[src/rtl/mips_pkg.sv]
// Shared constants for the multicycle MIPS memory-access stage:
// instruction field positions, FSM states and access kinds.
package mips_pkg;

  localparam int OP_MSB    = 31;
  localparam int OP_LSB    = 26;
  localparam int FUNCT_MSB = 5;
  localparam int FUNCT_LSB = 0;

  typedef enum logic [1:0] {
    S_IDLE = 2'd0,
    S_BUSY = 2'd1,
    S_DONE = 2'd2
  } state_t;

  typedef enum logic [1:0] {
    K_FETCH = 2'd0,
    K_LOAD  = 2'd1,
    K_STORE = 2'd2
  } kind_t;

  // Store wins over fetch, fetch wins over load.
  function automatic kind_t pick_kind(input logic irw, input logic mw);
    kind_t k;
    if (mw) begin
      k = K_STORE;
    end else if (irw) begin
      k = K_FETCH;
    end else begin
      k = K_LOAD;
    end
    return k;
  endfunction

  function automatic logic multi_strobe(input logic a, input logic b, input logic c);
    return (a & b) | (a & c) | (b & c);
  endfunction

endpackage

[src/rtl/mem_timeout_ctr.sv]
// 8-bit BUSY-cycle counter; expired flags the last permitted wait cycle.
module mem_timeout_ctr #(
  parameter int TIMEOUT = 255
) (
  input  logic clk,
  input  logic reset,
  input  logic i_clear,
  input  logic i_enable,
  output logic o_expired
);

  logic [7:0] r_count;

  // Clear has priority so a new transaction always starts counting from zero.
  always_ff @(posedge clk or negedge reset) begin
    if (!reset) begin
      r_count <= 8'd0;
    end else if (i_clear) begin
      r_count <= 8'd0;
    end else if (i_enable) begin
      r_count <= r_count + 8'd1;
    end
  end

  assign o_expired = (r_count == 8'(TIMEOUT - 1));

endmodule

[src/rtl/mem_iface_unit.sv]
// Memory-access stage: converts controller strobes into one req/ack bus
// transaction, latches IR/MDR and stalls the controller while pending.
module mem_iface_unit
  import mips_pkg::*;
#(
  parameter int DATA_W  = 32,
  parameter int ADDR_W  = 32,
  parameter int TIMEOUT = 255
) (
  input  logic              clk,
  input  logic              reset,
  input  logic              iord,
  input  logic              irwrite,
  input  logic              memread,
  input  logic              memwrite,
  input  logic [ADDR_W-1:0] pc,
  input  logic [ADDR_W-1:0] aluout,
  input  logic [DATA_W-1:0] wdata,
  output logic              mem_req,
  output logic              mem_we,
  output logic [ADDR_W-1:0] mem_addr,
  output logic [DATA_W-1:0] mem_wdata,
  input  logic              mem_ack,
  input  logic [DATA_W-1:0] mem_rdata,
  output logic [DATA_W-1:0] instr,
  output logic [5:0]        op,
  output logic [5:0]        funct,
  output logic [DATA_W-1:0] mdr,
  output logic              stall,
  output logic              bus_err,
  output logic              proto_err
);

  state_t              r_state;
  state_t              w_next_state;
  kind_t               r_kind;
  logic                r_req;
  logic                r_we;
  logic [ADDR_W-1:0]   r_addr;
  logic [DATA_W-1:0]   r_wdata;
  logic [DATA_W-1:0]   r_instr;
  logic [DATA_W-1:0]   r_mdr;
  logic                r_bus_err;
  logic                r_proto_err;
  logic                w_start;
  logic                w_launch;
  logic                w_busy;
  logic                w_expired;
  logic                w_stall;

  assign w_start  = irwrite | memread | memwrite;
  assign w_launch = (r_state == S_IDLE) & w_start;
  assign w_busy   = (r_state == S_BUSY);

  mem_timeout_ctr #(
    .TIMEOUT (TIMEOUT)
  ) u_timeout (
    .clk       (clk),
    .reset     (reset),
    .i_clear   (w_launch),
    .i_enable  (w_busy),
    .o_expired (w_expired)
  );

  // State register.
  always_ff @(posedge clk or negedge reset) begin
    if (!reset) begin
      r_state <= S_IDLE;
    end else begin
      r_state <= w_next_state;
    end
  end

  // Next state and stall; an ack on the expiring cycle still counts as success.
  always_comb begin
    w_next_state = r_state;
    w_stall      = 1'b0;
    case (r_state)
      S_IDLE: begin
        if (w_start) begin
          w_next_state = S_BUSY;
          w_stall      = 1'b1;
        end else begin
          w_next_state = S_IDLE;
        end
      end
      S_BUSY: begin
        w_stall = 1'b1;
        if (mem_ack || w_expired) begin
          w_next_state = S_DONE;
        end else begin
          w_next_state = S_BUSY;
        end
      end
      S_DONE: begin
        w_next_state = S_IDLE;
      end
      default: begin
        w_next_state = S_IDLE;
      end
    endcase
  end

  // Bus request side: latch the winning access at launch, release on ack or abort.
  always_ff @(posedge clk or negedge reset) begin
    if (!reset) begin
      r_req       <= 1'b0;
      r_we        <= 1'b0;
      r_addr      <= '0;
      r_wdata     <= '0;
      r_kind      <= K_FETCH;
      r_bus_err   <= 1'b0;
      r_proto_err <= 1'b0;
    end else if (w_launch) begin
      r_req   <= 1'b1;
      r_we    <= memwrite;
      r_addr  <= iord ? aluout : pc;
      r_wdata <= wdata;
      r_kind  <= pick_kind(irwrite, memwrite);
      if (multi_strobe(irwrite, memread, memwrite)) begin
        r_proto_err <= 1'b1;
      end
    end else if (w_busy && (mem_ack || w_expired)) begin
      r_req <= 1'b0;
      if (!mem_ack) begin
        r_bus_err <= 1'b1;
      end
    end
  end

  // Read-data capture; acks outside BUSY are ignored.
  always_ff @(posedge clk or negedge reset) begin
    if (!reset) begin
      r_instr <= '0;
      r_mdr   <= '0;
    end else if (w_busy && mem_ack) begin
      if (r_kind == K_FETCH) begin
        r_instr <= mem_rdata;
      end else if (r_kind == K_LOAD) begin
        r_mdr <= mem_rdata;
      end
    end
  end

  assign mem_req   = r_req;
  assign mem_we    = r_we;
  assign mem_addr  = r_addr;
  assign mem_wdata = r_wdata;
  assign instr     = r_instr;
  assign op        = r_instr[OP_MSB:OP_LSB];
  assign funct     = r_instr[FUNCT_MSB:FUNCT_LSB];
  assign mdr       = r_mdr;
  assign stall     = w_stall;
  assign bus_err   = r_bus_err;
  assign proto_err = r_proto_err;

endmodule

[config.mk]
export PLATFORM = sky130hd
export DESIGN_NAME = mem_iface_unit
export DESIGN_NICKNAME = d
export VERILOG_FILES = /design/src/rtl/mips_pkg.sv /design/src/rtl/mem_timeout_ctr.sv /design/src/rtl/mem_iface_unit.sv
export SDC_FILE = /design/constraint.sdc
export NUM_CORES = 1
export LEC_CHECK = 0
export BUFFER_PORTS_ARGS = -buffer_cell sky130_fd_sc_hd__buf_2
export CAP_MARGIN = 20
export CELL_PAD_IN_SITES_DETAIL_PLACEMENT = 1
export CELL_PAD_IN_SITES_GLOBAL_PLACEMENT = 2
export CORE_ASPECT_RATIO = 0.6
export CORE_MARGIN = 5
export CORE_UTILIZATION = 29
export CTS_CLUSTER_DIAMETER = 60
export DETAILED_ROUTE_END_ITERATION = 7
export GPL_TIMING_DRIVEN = 0
export PLACE_DENSITY_LB_ADDON = 0.1
export SYNTH_ARGS = -nofsm -noshare
export SYNTH_HDL_FRONTEND = slang
export SYNTH_SLANG_ARGS = --single-unit
[constraint.sdc]
create_clock -name clk -period 2.3 [get_ports clk]
set_clock_uncertainty 0.1 [all_clocks]
set_input_delay 0.345 -clock clk [delete_from_list [all_inputs] [get_ports clk]]
set_output_delay 0.345 -clock clk [all_outputs]
set_load 0.03 [all_outputs]
==> results of run 1 <==
[registers in the layout, summed over array words and instances (netlist names)]
| register | flops |
|---|---|
| mdr | 32 |
| proto_err | 1 |
| mem_req | 1 |
| instr | 32 |
| mem_wdata | 32 |
| r_state | 2 |
| mem_addr | 32 |
| u_timeout.r_count | 8 |
| r_kind | 2 |
| bus_err | 1 |
[worst paths after layout]
check / start / cells after the start / end / slack, ns
max reg2reg: r_state[1] / 4 / instr[25] / 0.37
min: wdata[18] / 2 / mem_wdata[18] / 0.05
max in group asynchronous: reset / 3 / mem_wdata[5] / 0.85
min reg2reg: proto_err / 1 / proto_err / 0.35
min in group asynchronous: reset / 2 / mem_addr[4] / 0.42
max: r_state[0] / 3 / stall / 0.25
[power groups by stage]
stage	clock, uW	sequential, uW	combinational (uW)
2_1_floorplan	0	6370	1710
3_3_place_gp	0	4220	5720
3_5_place_dp	0	4290	5780
4_1_cts	2700	4270	5790
5_1_grt	2820	4410	6050
6_report	2620	4240	5690
[layout make-up]
type                            count  area, sq um
Fill cell                        2208        11800
Timing Repair Buffer              280         1435
Tap cell                          273        341.6
Multi-Input combinational cell    242         2131
Sequential cell                   143         3578
Inverter                            2        7.507
Clock buffer                       25        495.5
Buffer                             37        272.8
Clock inverter                      6        57.56
Antenna cell                        1        2.502
[cells in the final DEF (no fill, tap or decap), types with 2 or more instances in the layout]
master,instances
buf_4,16
mux2_1,6
clkbuf_1,11
nand4_1,3
or2_1,2
ha_1,2
clkbuf_16,17
o31ai_1,2
a21o_1,2
mux2_2,91
or3_2,2
clkinv_2,4
nor2_1,2
a21oi_1,2
mux2i_1,35
dfrtp_1,143
buf_6,10
buf_2,281
inv_1,2
o21ai_1,2
o21ai_0,74
clkbuf_8,4
[through the flow]
step,cell area [sq um],hold slack [ns]
global placement,7716,0.3375
global route,8322,0.03183
floorplan,5983,-0.05059
detailed placement,7750,0.3034
CTS,8313,0.02868
finish,8322,0.05222
[logic make-up (layout without fill, tap and decap cells)]
family	after synthesis	count (layout)	synth area share
muxes	132	132	0.2411
buffers and inverters	39	350	0.04684
DFF	143	143	0.5981
and+or+nand+nor	23	23	0.03471
other	0	1	0
AOI/OAI and AO/OA	84	84	0.07340
adders and majority gates	3	3	0.005855
[routing by layer]
metal | up-vias | track usage | wire length [um]
li1 | 2118 | - | -
met1 | 2268 | 0.1947 | 7840
met2 | 142 | 0.2254 | 8019
met3 | 15 | 0.07603 | 1806
met4 | 2 | 0.03793 | 163
met5 | - | 0 | 20
[worst max-delay path: cells and delay by family (launching register included)]
kind / cells / cell delay (ns)
AND/OR/NAND/NOR: 2 / 0.52
flip-flops: 1 / 0.47
buffers and inverters: 1 / 0.19
[repair_timing]
action,in CTS,in global routing
hold endpoints to repair,67,0
hold buffers,1,0
endpoints found under the setup margin,0,1
resized for setup,0,1
==> impl_results.md, run 1 <==
* Cells after DPL at 976
* Vias at 4,545
* Synth top area share at 0.5981
* Core area at 0.02012 sq mm
* Status: finished, final reports clean
* Syn nets at 561
* Final WS setup at 0.2514 ns
* Cells after Synth at 424
* CTS root buf: clkbuf_16
* Skew-Pair Late Insertion Delay at 0.42 ns
* Largest stage delay, worst path at 0.47 ns
* Avg Cell Area, Syn at approximately 14 sq um
* Final core occ at 0.4136
* Tcrit/Tclk final at 0.8907
* Yosys warns at 0
* Clock sink total at about 140
* Proportion of power drawn by flip-flops and latches at 0.338
* Cell type with the largest total area after synthesis: dfrtp_1
* Final cell count without fillers at 1,009
* Max Fclk at about 0.49 GHz
* Final hold vios at 0
* Nets at 860
* GP Congestion at 0.7619
* Area grow syn2layout at 39.08%
* Initial antenna violation count at 2
* RSZ-0062 raised after global routing: no
* Clock Tree Buf Depth at 2
* Max FO, Critical Path at 6
* Pins Over Slew Limit at 0
* Register bit count reported by yosys at 143
* Clock-pin transition on the worst setup and hold timing paths at about 0.06 ns
* Pwr/cell area at 1508 mW/mm^2
* Vias in the first global route at 5,071
* Slew headroom at 0.5639
* Num CTS Buffers at 17
* Post-layout min period at between 2 and 2.5 ns
* TritonCTS clock tree: done
* Final HPWL DP at 13,900 um
* Crit path cell chain: nor4_2 -> nor2_1 -> buf_2
* Area contributors post-synth: dfrtp_1 60%, mux2_2 17%, o21ai_0 6.2%
* Routed WL per cell at 17.69 um
* Ports at 280
* Worst hold path class: in2reg
* Crit path max-delay cell type: dfrtp_1
* Post-synth EDFFs at 0
* Total Routing Usage GR at 0.1507
* Leakage power at 0.004159 uW
* Die area at between 0.02 and 0.025 sq mm
* Port bufs at roughly 280
* Area of the mapped netlist at 0.005983 sq mm
* Setup total negative slack at 0 ns
* Switching share of power at 0.4304
* Peak supply drop at 735.2 uV
* Num rows at 40
* Data required time at the worst endpoint at 1.86 ns
* Worst setup EP type: output pin
* Htree depth at 4
* Via density per instance at 4.504
* Starting DRT DRC Count at 119
* Drt first pass iters at 4
* Post-CTS setup buffer count at 0
* Initial Utilization at 0.2974
* DRC viols at 0
* Synth cell types at 37
* Pint at a little over 7000 uW
* Part of the power in combinational logic at 0.453
* Max cap viols at 0
* Antenna viol nets, final at 0
* GRT overflow at 0
* Worst setup SP type: register
* Die width at 195.4 um
* Sw Pwr at 5400 uW
* Global-route wire length before repair at 28,130 um
* Post-synth top flop: dfrtp_1
* Clock share of power at 0.209
* Arr. time, crit path at approximately 1.6 ns
* Crit Path Category: reg2out
* Final total power at 12,550 uW
* Synth cell count leaders: 143 x dfrtp_1, 91 x mux2_2, 74 x o21ai_0
* Detailed Route WL at 17,850 um
* Largest net degree at the start of global routing at 77
* Seq/Total Area, Yosys at 0.5981
* Die height at 121.3 um
* Worst slack at placement at 0.3522 ns
* Most common cell in the netlist: dfrtp_1
* Tightest Pin Transition at between 0.6 and 0.7 ns
* Share of cells above drive strength 1 at 0.5932
* Ys async rst share at 1.000
* Final setup viols at 0
(Power assumes the default switching activity.)
==> run 2, diff against run 1 <==
- PLACE_DENSITY: default -> 0.81
- PLACE_DENSITY_LB_ADDON: 0.1 -> default
==> run 2 against run 1 <==
  * First-iteration DRC count down 12%
  * Sequential share of layout area down 0.65 points
  * Non-clock buffer count unchanged
  * Routed wire length about the same
  * Flip-flop and latch count unchanged
  * Power up 5.1%
  * Via count down 0.88%
  * Die area unchanged
  * Maximum frequency down 1.1%
  * Worst hold slack worse by 0.0013 ns
  * Cell area up 1.5%
==> impl_results.md, run 2 (synthesis results as in run 1) <==
* Final total power at 13,190 uW (was 12,550 uW)
* Largest net degree at the start of global routing at 96 (was 77)
* Drt first pass iters at 4 (unchanged)
* Crit path cell chain: nor4_2 -> nor2_1 -> buf_2 (unchanged)
* GP Congestion at 0.8073 (was 0.7619)
* Clock Tree Buf Depth at 2 (unchanged)
* Final setup viols at 0 (unchanged)
* Reg-to-reg endpoint: instr[21] (was instr[25])
* CP bufs+invs at 1 (unchanged)
* Reg2reg path depth at 4 (unchanged)
* Worst setup EP type: output pin (unchanged)
* CP Capture Point: stall (unchanged)
* WHS at 0.05092 ns (was 0.05222 ns)
* CP Depth at 3 (unchanged)
* CTS root buf: clkbuf_16 (unchanged)
* Clock sink total at 143 (unchanged)
* Most common cell after layout, fill and taps aside: buf_2 (unchanged)
* Clock-pin transition on the worst setup and hold timing paths at 0.06 ns (about the same)
* CP top delay family: simple AND/OR/NAND/NOR gates (unchanged)
* Max FO, Critical Path at 6 (unchanged)
* Worst hold path class: in2reg (unchanged)
* Antenna viol nets, final at 0 (unchanged)
* Leakage power at 0.004218 uW (was 0.004159 uW)
* Via density per instance at 4.469 (was 4.504)
* Initial Utilization at 0.2974 (unchanged)
* Final hold vios at 0 (unchanged)
* Peak supply drop at 704.0 uV (was 735.2 uV)
* Post-layout min period at 2.071 ns (was 2.049 ns)
* Area grow syn2layout at 41.22% (was 39.08%)
* DRC viols at 0 (unchanged)
* Vias in the first global route at 5,057 (was 5,071)
* Total Routing Usage GR at 0.1503 (was 0.1507)
* Arr. time, crit path at 1.63 ns (was 1.60 ns)
* Htree depth at 4 (unchanged)
* Worst setup SP type: register (unchanged)
* Post-CTS setup buffer count at 0 (unchanged)
* Ports at 280 (unchanged)
* RSZ-0062 raised after global routing: no (unchanged)
* GRT overflow at 0 (unchanged)
* Num rows at 40 (unchanged)
* Tightest Pin Transition at 0.5724 ns (was 0.6541 ns)
* Crit. Startpoint: r_state[0] (unchanged)
* Starting DRT DRC Count at 105 (was 119)
* Initial antenna violation count at 1 (was 2)
* Setup total negative slack at 0 ns (unchanged)
* Largest stage delay, worst path at 0.47 ns (about the same)
* TritonCTS clock tree: done (unchanged)
* Port bufs at 278 (unchanged)
* Pins Over Slew Limit at 0 (unchanged)
* Skew-Pair Late Insertion Delay at 0.42 ns (about the same)
* Vias at 4,505 (was 4,545)
* Reg2reg start: r_state[1] (unchanged)
* Diodes inserted at 0 (was 1)
* Pwr/cell area at 1561 mW/mm^2 (was 1508 mW/mm^2)
* Slew headroom at 0.6168 (was 0.5639)
* Nets at 860 (unchanged)
* Die width at 195.4 um (unchanged)
* Status: finished, final reports clean (unchanged)
* Core area at 0.02012 sq mm (unchanged)
* Max Fclk at 0.4829 GHz (was 0.4882 GHz)
* Routed WL per cell at 17.73 um (was 17.69 um)
* Max cap viols at 0 (unchanged)
* Tcrit/Tclk final at 0.9003 (was 0.8907)
* Data required time at the worst endpoint at 1.86 ns (about the same)
* Crit path max-delay cell type: dfrtp_1 (unchanged)
* Global-route wire length before repair at 28,300 um (was 28,130 um)
* Commonest cells after routing, fill and taps aside: 281 x buf_2, 143 x dfrtp_1, 91 x mux2_2, 74 x o21ai_0, 35 x mux2i_1 (unchanged)
* Die area at 0.02370 sq mm (unchanged)
* Share of cells above drive strength 1 at 0.5946 (was 0.5932)
* FF-to-FF setup slack at 0.29 ns (was 0.37 ns)
* Final HPWL DP at 13,770 um (was 13,900 um)
* Num CTS Buffers at 17 (unchanged)
* Crit Path Category: reg2out (unchanged)
* Detailed Route WL at 17,870 um (was 17,850 um)
* Die height at 121.3 um (unchanged)
* Final core occ at 0.4200 (was 0.4136)
-- run 2: worst reg2reg max path, stage by stage (launching register included) --
cell	delay [ns]
dfrtp_1	0.45
nand2b_4	0.21
nor4b_4	0.52
buf_6	0.25
mux2_2	0.36
-- run 2: worst min-delay path by stage --
| stage | startpoint | endpoint | slack (ns) | cells after the start |
|---|---|---|---|---|
| after detailed placement | reset | mem_wdata[3] | 0.22 | 1 |
| after global routing | mem_rdata[24] | mdr[24] | 0.03 | 2 |
| after global placement | proto_err | proto_err | 0.34 | 1 |
| after floorplan | reset | bus_err | -0.05 | 0 |
| final | mem_rdata[13] | mdr[13] | 0.05 | 2 |
| after CTS | mem_rdata[23] | mdr[23] | 0.03 | 2 |
-- run 2: layout make-up --
class | instances | area, sq um
plain buffers | 37 | 272.8
clock buffers | 21 | 450.4
clock inverters | 10 | 232.7
fillers | 2200 | 11670
inverters | 2 | 7.507
multi-input cells | 242 | 2131
flip-flops and latches | 143 | 3578
well taps | 273 | 341.6
repair buffers | 280 | 1435
-- run 2: where the power goes --
| part | switching [uW] | leakage [uW] | internal, uW |
|---|---|---|---|
| Combinational | 3760 | 0.00215 | 1940 |
| Clock | 1050 | 0.000332 | 2170 |
| Sequential | 645 | 0.00174 | 3620 |
-- run 2: timing repair --
action,4_1_cts,5_1_grt
endpoints found under the setup margin,0,1
resized for setup,0,1
hold buffers,1,0
hold endpoints to repair,48,0
-- run 2: metrics by stage --
step / area, sq um / cells / setup WS, ns
finish: 8449 / 1008 / 0.2293
floorplan: 5983 / 424 / 0.6067
detailed placement: 7750 / 976 / 0.2975
CTS: 8443 / 1008 / 0.02372
global route: 8449 / 1008 / 0.1185
global placement: 7716 / 975 / -1.131
-- run 2: routing by layer --
layer  wire, um  track usage  vias to the layer above  share of wire
met5         18            0                        -         0.0010
met4         93      0.03923                        2         0.0052
met3       1458      0.06354                        9          0.082
met2       8281       0.2284                      144           0.46
met1       8016       0.1985                     2234           0.45
li1           -            -                     2116              -
